===== config.mk =====
export PLATFORM = sky130hd
export DESIGN_NAME = uart_tx_engine
export DESIGN_NICKNAME = d
export VERILOG_FILES = /design/src/rtl/uart_tx_engine.sv
export SDC_FILE = /design/constraint.sdc
export NUM_CORES = 1
export LEC_CHECK = 0
export ABC_CLOCK_PERIOD_IN_PS = 1600
export BUFFER_PORTS_ARGS = -buffer_cell sky130_fd_sc_hd__buf_2
export CAP_MARGIN = 40
export CORE_MARGIN = 5
export CORE_UTILIZATION = 35
export DETAILED_ROUTE_END_ITERATION = 12
export GPL_ROUTABILITY_DRIVEN = 0
export HOLD_SLACK_MARGIN = 0.08
export PLACE_DENSITY_LB_ADDON = 0.1
export RECOVER_POWER = 25
export SYNTH_ARGS = -nofsm -noshare
export SYNTH_HDL_FRONTEND = slang
export SYNTH_SLANG_ARGS = --single-unit
export TNS_END_PERCENT = 30

===== constraint.sdc =====
create_clock -name clk -period 1.6 [get_ports clk]
set_input_delay 0.16 -clock clk [delete_from_list [all_inputs] [get_ports clk]]
set_output_delay 0.16 -clock clk [all_outputs]
set_load 0.03 [all_outputs]

===== src/rtl/uart_tx_engine.sv =====
// UART transmit serializer: pulls bytes from the TX FIFO head and shifts out
// start, 5-8 data bits LSB first, optional parity and 1/1.5/2 stop bits.
module uart_tx_engine #(
  parameter int OS_RATE = 16
) (
  input  logic       clk,
  input  logic       rst,
  input  logic       baud_pulse,
  input  logic [7:0] fifo_dout,
  input  logic       fifo_empty,
  output logic       fifo_pop,
  input  logic [1:0] wls,
  input  logic       stb,
  input  logic       pen,
  input  logic       eps,
  input  logic       sp,
  input  logic       bc,
  output logic       tx,
  output logic       tx_idle,
  output logic       sreg_empty
);

  localparam int TW = $clog2(2 * OS_RATE);
  localparam logic [TW-1:0] BitLast    = TW'(OS_RATE - 1);
  localparam logic [TW-1:0] Stop15Last = TW'(OS_RATE * 3 / 2 - 1);
  localparam logic [TW-1:0] Stop2Last  = TW'(2 * OS_RATE - 1);

  typedef enum logic [2:0] {IDLE, START, DATA, PARITY, STOP} state_t;

  state_t        state_q;
  logic [TW-1:0] tickCnt_q;
  logic [2:0]    bitCnt_q;
  logic [7:0]    shiftReg_q;
  logic          parAcc_q;
  logic [1:0]    wls_q;
  logic          stb_q;
  logic          pen_q;
  logic          eps_q;
  logic          sp_q;
  logic          tx_q;
  logic          pop_q;

  logic [TW-1:0] segLast_d;
  logic          segDone;
  logic          lastData;
  logic          parityBit;
  logic          startFrame;
  logic          line_d;

  // Only the stop segment can be longer than one bit time.
  always_comb begin
    segLast_d = BitLast;
    if (state_q == STOP && stb_q) begin
      segLast_d = (wls_q == 2'b00) ? Stop15Last : Stop2Last;
    end
  end

  assign segDone    = (state_q != IDLE) && baud_pulse && (tickCnt_q == segLast_d);
  assign lastData   = (bitCnt_q == ({1'b0, wls_q} + 3'd4));
  assign parityBit  = sp_q ? ~eps_q : (eps_q ? parAcc_q : ~parAcc_q);
  assign startFrame = ((state_q == IDLE) || (state_q == STOP && segDone)) && !fifo_empty;

  always_comb begin
    line_d = 1'b1;
    case (state_q)
      START:   line_d = 1'b0;
      DATA:    line_d = shiftReg_q[0];
      PARITY:  line_d = parityBit;
      default: line_d = 1'b1;
    endcase
  end

  always_ff @(posedge clk) begin
    if (rst) begin
      state_q    <= IDLE;
      tickCnt_q  <= '0;
      bitCnt_q   <= '0;
      shiftReg_q <= '0;
      parAcc_q   <= 1'b0;
      wls_q      <= '0;
      stb_q      <= 1'b0;
      pen_q      <= 1'b0;
      eps_q      <= 1'b0;
      sp_q       <= 1'b0;
      tx_q       <= 1'b1;
      pop_q      <= 1'b0;
    end else begin
      pop_q <= 1'b0;
      tx_q  <= bc ? 1'b0 : line_d;
      if (state_q != IDLE && baud_pulse) begin
        tickCnt_q <= segDone ? '0 : tickCnt_q + TW'(1);
      end
      // A new byte may be taken from IDLE or straight out of the final stop tick.
      if (startFrame) begin
        state_q    <= START;
        shiftReg_q <= fifo_dout;
        wls_q      <= wls;
        stb_q      <= stb;
        pen_q      <= pen;
        eps_q      <= eps;
        sp_q       <= sp;
        tickCnt_q  <= '0;
        bitCnt_q   <= '0;
        parAcc_q   <= 1'b0;
        pop_q      <= 1'b1;
      end else if (segDone) begin
        case (state_q)
          START: begin
            state_q  <= DATA;
            bitCnt_q <= '0;
          end
          DATA: begin
            parAcc_q   <= parAcc_q ^ shiftReg_q[0];
            shiftReg_q <= shiftReg_q >> 1;
            if (lastData) begin
              state_q <= pen_q ? PARITY : STOP;
            end else begin
              bitCnt_q <= bitCnt_q + 3'd1;
            end
          end
          PARITY:  state_q <= STOP;
          STOP:    state_q <= IDLE;
          default: state_q <= IDLE;
        endcase
      end
    end
  end

  assign tx         = tx_q;
  assign fifo_pop   = pop_q;
  assign tx_idle    = (state_q == IDLE);
  assign sreg_empty = (state_q == IDLE) && fifo_empty;

endmodule


==> metrics.md <==
| Metric | Value |
|---|---|
| CTS tree | built |
| Sequential share of the synthesized area | 0.399 |
| FF-to-FF setup slack | -180 ps |
| Worst vdd ir | 0.337 mV |
| Site row count | 23 |
| CTS clk-pin slew, worst paths | 100 ps |
| Synth top cells by count | 28 x dfxtp_1, 21 x a21oi_1, 9 x o21ai_0 |
| Syn_nets | 177 |
| CP max FO | 6 |
| Final HPWL DP | 2.54 mm |
| Total Wirelength | 3.56 mm |
| Register Area | 573 sq um |
| Std-Cell Core Area | 3940 sq um |
| Mean area per synthesized cell | 9.01 sq um |
| Worst reg-to-reg path cell count | 5 |
| Fin. Hold Viols | 0 |
| Starting DRT DRC Count | 60 |
| Setup Skew | 5.60 ps |
| Die area | 5380 sq um |
| Ranking of synthesized cells by area | dfxtp_1 40%, a21oi_1 7.5%, mux2i_1 5.0%, o31ai_1 3.7%, o21ai_0 3.2% |
| Static leakage | 0.000815 uW |
| Overflow left after global routing | 0 |
| Yosys top cell area share | 0.399 |
| Boundary Pins | 23 |
| Cell Area, Synth | 1410 sq um |
| Final Critical Period | 1780 ps |
| Clk root buf | clkbuf_8 |
| Final ANT Viol Nets | 0 |
| Pins Over Slew Limit | 0 |
| Clock Sinks | 28 |
| Global Route Usage Sum | 0.133 |
| FF-to-FF Start | state_q[0] |
| TritonRoute pass-1 iters | 4 |
| Reg2reg end | bitCnt_q[2] |
| Status | complete, but fails checks |
| # H-tree levels | 1 |
| Number of synthesized flops with an enable pin | 0 |
| Area leader, netlist | dfxtp_1 |
| Die Ht | 73.4 microns |
| Total negative setup slack | -1290 ps |
| Dpl cells | 242 |
| Final period util | 1.12 |
| Diode count | 0 |
| Pwr dens | 778 nW/um^2 |
| Synth Flop Type | dfxtp_1 |
| Vias in the first global route | 1,230 |
| Hold Crit Depth | 3 |
| Max cap viols | 0 |
| Number of buffers created by CTS | 3 |
| Max Buffers Root-to-Sink | 2 |
| Initial antenna violation count | 0 |
| Avg WL per Cell | 14.2 microns |
| Worst setup EP type | register |
| # fillers | 357 |
| Final setup fails | 20 |
| Vias per inst | 5.12 |
| Fmax | 0.560 GHz |
| Worst-Skew Late Latency | 280 ps |
| Hold_sp | wls[1] |
| Count leader, synth | dfxtp_1 |
| Drt drc | 0 |
| Chip Width | 73.4 microns |
| Final setup margin | -184 ps |
| Via count | 1,284 |
| Failing checks | setup timing |
| Worst Hold End | wls_q[1] |
| Library cells used by synthesis | 45 |
| RSZ-0062 raised after global routing | yes |
| Final Non-Filler Cells | 251 |
| P&R area growth vs syn | 40.4% |
| Final net count | 223 |
| Global-route wire length before repair | 5.58 mm |
| FF+latch count, synth | 28 |
| CP Data Required Time | 1820 ps |
| Yosys Warn Count | 0 |
| Share of cells above drive strength 1 | 0.423 |
| Worst-Margin Slew | 361 ps |
| Critical path class | register to register |
| Async set or reset register ratio after synthesis | 0 |
| Worst slew margin | 0.760 |
| WP data arrival | 2000 ps |
| Worst min path class | input pin to register |
| Number of port buffers | 22 |
| Post-Synthesis Cells | 156 |
| Critical Path Start Type | register |
| Initial core utilization | 0.356 |
| Footprint of the multi-input gates | 882 sq um |
| Largest net degree at the start of global routing | 17 |
-- state kept, by name (all words and copies together), names as in the netlist --
name        flops
tickCnt_q       5
shiftReg_q      8
tx              1
wls_q           2
stb_q           1
state_q         3
pen_q           1
parAcc_q        1
fifo_pop        1
bitCnt_q        3
sp_q            1
eps_q           1
-- layout make-up --
type | count | share of cell area
sequential | 28 | 0.290
multi-input combinational | 113 | 0.447
inverter | 4 | 0.00761
clock buffer | 3 | 0.0209
tap | 50 | 0.0317
clock inverter | 1 | 0.0152
timing repair buffer | 52 | 0.187
-- repair_timing --
action,CTS,global route
pin swaps,7,14
setup buffers,1,1
hold endpoints to repair,1,0
hold buffers,1,0
cloned,1,1
endpoints found under the setup margin,27,27
gates resized for setup,24,17
-- kinds of logic after synthesis --
kind of cell	share of synthesized area
compound gates	0.220
xor+xnor	0.0668
fa+ha+maj	0.0178
buf+inv	0.0534
flops	0.399
mux	0.0499
simple gates	0.193
-- per-stage QoR --
step	utilization	setup slack (ps)	total power, uW	instance area (sq um)	hold WS, ps
5_1_grt	0.500	-271	1600	1970	113
3_5_place_dp	0.438	-258	953	1730	375
2_1_floorplan	-	-96.8	879	1450	275
3_3_place_gp	0.438	-186	950	1730	367
6_report	0.500	-184	1540	1970	120
4_1_cts	0.479	-192	1530	1890	113
-- routing by layer --
layer | vias up | global-route usage | wire (microns)
met1 | 604 | 0.178 | 1690
li1 | 661 | - | -
met2 | 17 | 0.221 | 1730
met4 | 0 | 0.0362 | 20
met3 | 2 | 0.0219 | 123
met5 | - | 0 | 0
-- placed cells by master, fill, tap and decap left out, types with 2 or more instances in the layout --
cell type   n
buf_2      20
or3_1       4
o21ai_2     3
nor3_1      2
buf_4      22
nand2b_1    2
xor2_1      3
xnor2_1     3
nand4_1     4
o31ai_2     3
mux2i_1     7
clkbuf_8    3
nor2_1      5
buf_6       8
dfxtp_1    22
nor3_4      2
inv_1       3
dfxtp_2     4
o21ai_1     4
a21oi_1    19
ha_1        2
nand3_1     7
nor2b_1     2
o31ai_1     4
dfxtp_4     2
a21oi_2     3
o21ai_0     3
nand2_1     6
-- worst max path at each step --
stage / slack (ps) / to / cells after the start / startpoint
final: -180 / bitCnt_q[2] / 5 / state_q[0]
after global routing: -270 / bitCnt_q[2] / 5 / state_q[0]
after CTS: -190 / bitCnt_q[2] / 6 / state_q[0]
after detailed placement: -260 / bitCnt_q[2] / 5 / state_q[1]
after global placement: -190 / bitCnt_q[2] / 5 / state_q[1]
after floorplan: -100 / tickCnt_q[0] / 7 / state_q[0]
-- power breakdown --
| part | total, uW | internal [uW] | switching (uW) |
|---|---|---|---|
| clock | 569 | 335 | 233 |
| sequential | 752 | 728 | 23.4 |
| combinational | 215 | 103 | 112 |
-- worst max-delay path, stage by stage (launching register included) --
cell      delay, ps
dfxtp_4         400
and2b_1         190
a311oi_2        330
nand4_2         170
or4_4           500
a21oi_2         130
Power figures use the tool's default switching activity.
